### src/rtl/vector_lsu_if.sv
// rtl/vector_lsu_if.sv - request/response and data-memory port bundle for vector_lsu
interface vector_lsu_if;
    logic         req_valid;
    logic         req_ready;
    logic         req_store;
    logic         req_strided;
    logic [15:0]  req_base;
    logic [15:0]  req_stride;
    logic [255:0] req_wdata;
    logic         resp_valid;
    logic [255:0] resp_rdata;
    logic         busy;
    logic [15:0]  mem_a;
    logic         mem_we;
    logic [255:0] mem_wd;
    logic [255:0] mem_rd;

    modport slave (
        input  req_valid, req_store, req_strided, req_base, req_stride, req_wdata, mem_rd,
        output req_ready, resp_valid, resp_rdata, busy, mem_a, mem_we, mem_wd
    );

    modport master (
        output req_valid, req_store, req_strided, req_base, req_stride, req_wdata, mem_rd,
        input  req_ready, resp_valid, resp_rdata, busy, mem_a, mem_we, mem_wd
    );
endinterface

### src/rtl/vector_lsu.sv
// rtl/vector_lsu.sv - vector load/store unit, unit-stride single beat, strided element sequencing
module vector_lsu #(
    parameter int LANES = 16,
    parameter int EW    = 16,
    parameter int AW    = 16
) (
    input  logic           clk,
    input  logic           rst,
    vector_lsu_if.slave    bus
);
    localparam int DW = LANES * EW;

    typedef enum logic [2:0] {IDLE, UACC, SLD, SRD, SWR, DONE} state_t;

    state_t        state_q, state_d;
    logic          store_q, store_d;
    logic          strided_q, strided_d;
    logic [AW-1:0] base_q, base_d;
    logic [AW-1:0] stride_q, stride_d;
    logic [DW-1:0] wdata_q, wdata_d;
    logic [3:0]    idx_q, idx_d;
    logic [DW-1:0] shadow_q, shadow_d;
    logic [DW-1:0] rmw_q, rmw_d;
    logic [DW-1:0] rdata_q, rdata_d;

    logic [AW-1:0] elem_addr;
    logic [AW-1:0] mem_a;
    logic          mem_we;
    logic [DW-1:0] mem_wd;
    logic          resp_valid;

    // Element address wraps mod 2^AW; the product is truncated to AW bits.
    assign elem_addr = base_q + ({{(AW-4){1'b0}}, idx_q} * stride_q);

    always_ff @(posedge clk) begin
        if (rst) begin
            state_q   <= IDLE;
            store_q   <= 1'b0;
            strided_q <= 1'b0;
            base_q    <= '0;
            stride_q  <= '0;
            wdata_q   <= '0;
            idx_q     <= '0;
            shadow_q  <= '0;
            rmw_q     <= '0;
            rdata_q   <= '0;
        end else begin
            state_q   <= state_d;
            store_q   <= store_d;
            strided_q <= strided_d;
            base_q    <= base_d;
            stride_q  <= stride_d;
            wdata_q   <= wdata_d;
            idx_q     <= idx_d;
            shadow_q  <= shadow_d;
            rmw_q     <= rmw_d;
            rdata_q   <= rdata_d;
        end
    end

    always_comb begin
        state_d    = state_q;
        store_d    = store_q;
        strided_d  = strided_q;
        base_d     = base_q;
        stride_d   = stride_q;
        wdata_d    = wdata_q;
        idx_d      = idx_q;
        shadow_d   = shadow_q;
        rmw_d      = rmw_q;
        rdata_d    = rdata_q;
        mem_a      = '0;
        mem_we     = 1'b0;
        mem_wd     = '0;
        resp_valid = 1'b0;

        case (state_q)
            IDLE: begin
                if (bus.req_valid) begin
                    store_d   = bus.req_store;
                    strided_d = bus.req_strided;
                    base_d    = bus.req_base;
                    stride_d  = bus.req_stride;
                    wdata_d   = bus.req_wdata;
                    idx_d     = '0;
                    if (!bus.req_strided)  state_d = UACC;
                    else if (bus.req_store) state_d = SRD;
                    else                    state_d = SLD;
                end
            end
            UACC: begin
                mem_a = base_q;
                if (store_q) begin
                    mem_we = 1'b1;
                    mem_wd = wdata_q;
                end else begin
                    // Memory presents element 0 in the MSB word; lanes are LSB-first.
                    for (int i = 0; i < LANES; i++)
                        rdata_d[i*EW +: EW] = bus.mem_rd[DW-1-i*EW -: EW];
                end
                state_d = DONE;
            end
            SLD: begin
                mem_a = elem_addr;
                shadow_d[int'(idx_q)*EW +: EW] = bus.mem_rd[DW-1 -: EW];
                idx_d = idx_q + 4'd1;
                if (idx_q == 4'd15) begin
                    rdata_d = shadow_d;
                    state_d = DONE;
                end
            end
            SRD: begin
                mem_a   = elem_addr;
                rmw_d   = bus.mem_rd;
                state_d = SWR;
            end
            SWR: begin
                mem_a  = elem_addr;
                mem_we = 1'b1;
                // The port writes a full 16-word beat; neighbours are restored from the fresh read.
                for (int k = 1; k < LANES; k++)
                    mem_wd[k*EW +: EW] = rmw_q[DW-1-k*EW -: EW];
                mem_wd[EW-1:0] = wdata_q[int'(idx_q)*EW +: EW];
                idx_d = idx_q + 4'd1;
                state_d = (idx_q == 4'd15) ? DONE : SRD;
            end
            DONE: begin
                resp_valid = 1'b1;
                state_d    = IDLE;
            end
            default: state_d = IDLE;
        endcase
    end

    assign bus.req_ready  = (state_q == IDLE);
    assign bus.busy       = (state_q != IDLE);
    assign bus.resp_valid = resp_valid;
    assign bus.resp_rdata = rdata_q;
    assign bus.mem_a      = mem_a;
    assign bus.mem_we     = mem_we;
    assign bus.mem_wd     = mem_wd;
endmodule

### src/flat_wrapper.sv
// flat-port wrapper written by rule: the top's interface ports become plain ports
module vector_lsu_flat 
#(
    parameter int LANES = 16,
    parameter int EW    = 16,
    parameter int AW    = 16
)
  (clk, rst, bus_req_valid, bus_req_store, bus_req_strided, bus_req_base, bus_req_stride, bus_req_wdata, bus_mem_rd, bus_req_ready, bus_resp_valid, bus_resp_rdata, bus_busy, bus_mem_a, bus_mem_we, bus_mem_wd);
  vector_lsu_if bus_i ();
  input  logic clk;
  input  logic rst;
  input wire logic [$bits(bus_i.req_valid)-1:0] bus_req_valid;
  input wire logic [$bits(bus_i.req_store)-1:0] bus_req_store;
  input wire logic [$bits(bus_i.req_strided)-1:0] bus_req_strided;
  input wire logic [$bits(bus_i.req_base)-1:0] bus_req_base;
  input wire logic [$bits(bus_i.req_stride)-1:0] bus_req_stride;
  input wire logic [$bits(bus_i.req_wdata)-1:0] bus_req_wdata;
  input wire logic [$bits(bus_i.mem_rd)-1:0] bus_mem_rd;
  output wire logic [$bits(bus_i.req_ready)-1:0] bus_req_ready;
  output wire logic [$bits(bus_i.resp_valid)-1:0] bus_resp_valid;
  output wire logic [$bits(bus_i.resp_rdata)-1:0] bus_resp_rdata;
  output wire logic [$bits(bus_i.busy)-1:0] bus_busy;
  output wire logic [$bits(bus_i.mem_a)-1:0] bus_mem_a;
  output wire logic [$bits(bus_i.mem_we)-1:0] bus_mem_we;
  output wire logic [$bits(bus_i.mem_wd)-1:0] bus_mem_wd;
  assign bus_i.req_valid = bus_req_valid;
  assign bus_i.req_store = bus_req_store;
  assign bus_i.req_strided = bus_req_strided;
  assign bus_i.req_base = bus_req_base;
  assign bus_i.req_stride = bus_req_stride;
  assign bus_i.req_wdata = bus_req_wdata;
  assign bus_i.mem_rd = bus_mem_rd;
  assign bus_req_ready = bus_i.req_ready;
  assign bus_resp_valid = bus_i.resp_valid;
  assign bus_resp_rdata = bus_i.resp_rdata;
  assign bus_busy = bus_i.busy;
  assign bus_mem_a = bus_i.mem_a;
  assign bus_mem_we = bus_i.mem_we;
  assign bus_mem_wd = bus_i.mem_wd;
  vector_lsu #(.LANES(LANES), .EW(EW), .AW(AW)) u_core (.clk(clk), .rst(rst), .bus(bus_i));
endmodule
### config.mk
export PLATFORM = sky130hd
export DESIGN_NAME = vector_lsu_flat
export DESIGN_NICKNAME = d
export VERILOG_FILES = /design/src/rtl/vector_lsu_if.sv /design/src/rtl/vector_lsu.sv /design/src/flat_wrapper.sv
export SDC_FILE = /design/constraint.sdc
export NUM_CORES = 2
export LEC_CHECK = 0
export ABC_AREA = 1
export BUFFER_PORTS_ARGS = -buffer_cell sky130_fd_sc_hd__clkbuf_2
export CAP_MARGIN = 10
export CORE_AREA = 2 2 415 417
export DETAILED_ROUTE_END_ITERATION = 6
export DIE_AREA = 0 0 417 419
export GPL_TIMING_DRIVEN = 0
export HOLD_SLACK_MARGIN = 0.03
export RECOVER_POWER = 100
export SLEW_MARGIN = 15
export SYNTH_ARGS = -nofsm -noshare
export SYNTH_HDL_FRONTEND = slang
export SYNTH_SLANG_ARGS = --single-unit
### constraint.sdc
create_clock -name clk -period 5.2 [get_ports clk]
set_input_delay 0 -clock clk [delete_from_list [all_inputs] [get_ports clk]]
set_output_delay 0 -clock clk [all_outputs]
set_load 0.05 [all_outputs]
==> metrics.md <==
| Metric | Value |
|---|---|
| Die Y | about 420 um |
| Synth warnings | 0 |
| Crit Path Category | reg2reg |
| Initial antenna violation count | slightly below 70 |
| Die W | ~420 um |
| Flop pwr share | 0.290 |
| Worst reg2reg startpoint | u_core.idx_q[0] |
| DP Wirelength | 288 mm |
| Setup repair bufs after CTS | 0 |
| Worst path bufs/invs | 4 |
| Cells after synthesis | 6601 |
| Post-synth top area share | 0.447 |
| Synth cell types | 39 |
| Worst-Skew Late Latency | 830 ps |
| CTS tree | done |
| Tmin final | 5070 ps |
| Min-delay src | bus_req_wdata[38] |
| CP max stage cell | nor2_1 |
| Final Util | 0.381 |
| CP Capture Type | register |
| Yosys top cell by area | dfxtp_1 |
| Req. time, crit path | just under 6000 ps |
| IO buf count | around 1100 |
| Slew Limit Fails | 2 |
| Post-route ant nets | 0 |
| Design Area, Final | 64900 sq um |
| Commonest non-fill, non-tap cell in the layout | a21oi_1 |
| Starting Density | 0.275 |
| R2R cell count | 10 |
| P_int | 19.7 mW |
| Reg2reg setup slack | 130 ps |
| Sw Ratio | 0.528 |
| TNS Setup | 0 ps |
| Worst Path Arrival | approximately 5800 ps |
| Worst-margin pin slew | ~1600 ps |
| Sw power | about 22 mW |
| CTS buffer count | 121 |
| # DRC | 0 |
| Rows | 152 |
| Clock skew | 82.0 ps |
| Clk pwr share | 0.224 |
| Pin count of the biggest net entering global routing | 29 |
| Vias per cell | 5.45 |
| Clk slew on worst S/H paths | 70 ps |
| Final hold viol count | 0 |
| CTS sink count | 1048 |
| Min-Delay Path Depth | 4 |
| Total GRT Usage | 0.379 |
| Peak supply drop | about 550 uV |
| Clock buffer depth | 3 |
| F_max | 0.197 GHz |
| Core Region | 171000 sq um |
| Grt ovf | 0 |
| Number of nets in the layout | ~9000 |
| Hold/Removal Path Class | in2reg |
| Worst setup SP type | register |
| Setup violators final | 0 |
| Post-Syn Nets | 7213 |
| Number of global-route vias before repair | 53700 |
| Max incr delay on CP | 850 ps |
| CP Max Fanout | 11 |
| Post-Syn Area | 47000 sq um |
| Family with the most delay on the worst path | buffers and inverters |
| Max-cap violations | 2 |
| Critical path cell sequence | inv_2, clkbuf_1, clkbuf_1, ha_1, nor2_1, clkbuf_1, nand2_1, a21oi_1, o21ai_1, a21oi_1 |
| Combinational power share | 0.486 |
| Commonest non-fill, non-tap cells in the layout | 1280 x a21oi_1, 1231 x o21ai_0, 1046 x dfxtp_1 |
| Mean post-synth cell area | 7.11 sq um |
| Outcome | complete, but fails checks |
| Failing checks | max-capacitance violations, max-slew violations |
| Top cells by area, synth | dfxtp_1 45%, a21oi_1 14%, o21ai_0 13% |
| Total power | around 42 mW |
| Power per cell area | about 640 nW/um^2 |
| Final GP Congestion | 1.05 |
| CTS HTree Levels | 3 |
| Layout area overhead | 38.3% |
| Layout cells sized above 1 | 0.110 |
| Root Driver | clkbuf_16 |
| Total Die Area | 175000 sq um |
| Worst Hold Endpoint | u_core.wdata_q[38] |
| Io pins | 1081 |
| RSZ-0062 raised after global routing | false |
| Synth Register Bits | 1048 |
| Crit path top cell by count | clkbuf_1 |
| P_leak | 26.0 nW |
| Sequential share of the synthesized area | 0.447 |
| Worst slew margin | -0.0734 |
| TritonRoute pass-1 iters | 6 |
| Total Wirelength | around 350 mm |
| First-pass GRT wire length | 452 mm |
| Vias | 58800 |
| R2R Path End | u_core.bus.resp_rdata[63] |
| Final hold slack | 60.1 ps |
| Placed Instance Area | 55200 sq um |
| Iter 0 DRT Violations | 8287 |
| Routed len/inst | 32.3 um |
| Fin crit share | 0.975 |
[power by group through the flow]
stage	Combinational [mW]	Sequential, mW	Clock [mW]
2_1_floorplan	8.50	14.9	0
3_3_place_gp	19.5	12.1	0
3_5_place_dp	19.6	12.1	0
4_1_cts	20.1	12.0	9.31
5_1_grt	21.1	12.2	9.62
6_report	20.3	12.1	9.31
[final cells by class]
type,count,area (sq um)
Buffer,537,2210
Antenna cell,39,97.6
Clock inverter,61,779
Tap cell,2233,2790
Inverter,506,1900
Sequential cell,1048,21000
Multi-Input combinational cell,4505,21800
Fill cell,18500,106000
Clock buffer,165,3490
Timing Repair Buffer,1690,10900
[through the flow]
stage          setup WS (ps)  std cells
2_1_floorplan            226       6601
3_3_place_gp            -670       9913
3_5_place_dp            -661       9913
6_report                 128      10800
5_1_grt                0.631      10800
4_1_cts                 4.36      10700
[tightest hold or removal path, delay by kind of cell]
family / cells / cell delay [ps]
AOI/OAI and AO/OA: 2 / 180
buffers and inverters: 2 / 620
[what timing repair did]
item                                    in CTS  in global routing
hold endpoints to repair                   827                  0
gates resized for setup                     25                 14
hold buffers                               611                  0
endpoints found under the setup margin      14                  8
[metal layers]
layer | vias to the layer above | GRT usage | share of wire
met5 | - | 0 | 0.00077
met4 | 32 | 0.261 | 0.081
met3 | 901 | 0.0845 | 0.093
met2 | 3735 | 0.581 | 0.44
met1 | 28300 | 0.472 | 0.39
li1 | 25800 | - | -
[state kept, by name (all words and copies together) (netlist names)]
signal                 count
u_core.base_q             16
u_core.bus.resp_rdata    256
u_core.idx_q               4
u_core.rmw_q             240
u_core.shadow_q          256
u_core.state_q             3
u_core.store_q             1
u_core.stride_q           16
u_core.wdata_q           256
[cell usage after synthesis (all sizes together)]
library cell,count
o21ai,1285
a21oi,1284
dfxtp,1048
nand2,947
nor2,584
inv,505
clkbuf,361
nand3,198
buf,181
o211ai,98
fa,38
ha,25
nand4,20
nor3,7
or2,4
o22ai,3
a211oi,2
nor3b,2
o32ai,2
a21boi,1
a21o,1
and2,1
clkinv,1
nand2b,1
nand3b,1
o21bai,1
[worst max path at each step]
stage	from	to	slack (ps)	cells after the start
after floorplan	u_core.idx_q[1]	bus_mem_a[14]	230	19
after global placement	u_core.idx_q[1]	bus_mem_a[14]	-670	20
after detailed placement	u_core.idx_q[1]	bus_mem_a[14]	-660	20
after CTS	u_core.idx_q[1]	bus_mem_a[14]	4	19
after global routing	u_core.idx_q[1]	bus_mem_a[8]	0.6	18
final	u_core.idx_q[0]	u_core.bus.resp_rdata[63]	130	10
[logic make-up (layout without fill, tap and decap cells)]
kind of cell / Yosys count / in the layout / synth area share
adder cells (fa/ha/maj): 63 / 63 / 0.0229
AND/OR/NAND/NOR: 1765 / 1765 / 0.151
other: 0 / 39 / 0
buffers and inverters: 1048 / 2959 / 0.0882
flip-flops: 1048 / 1048 / 0.447
AO/OA/AOI/OAI: 2677 / 2677 / 0.291
Power figures use the tool's default switching activity.
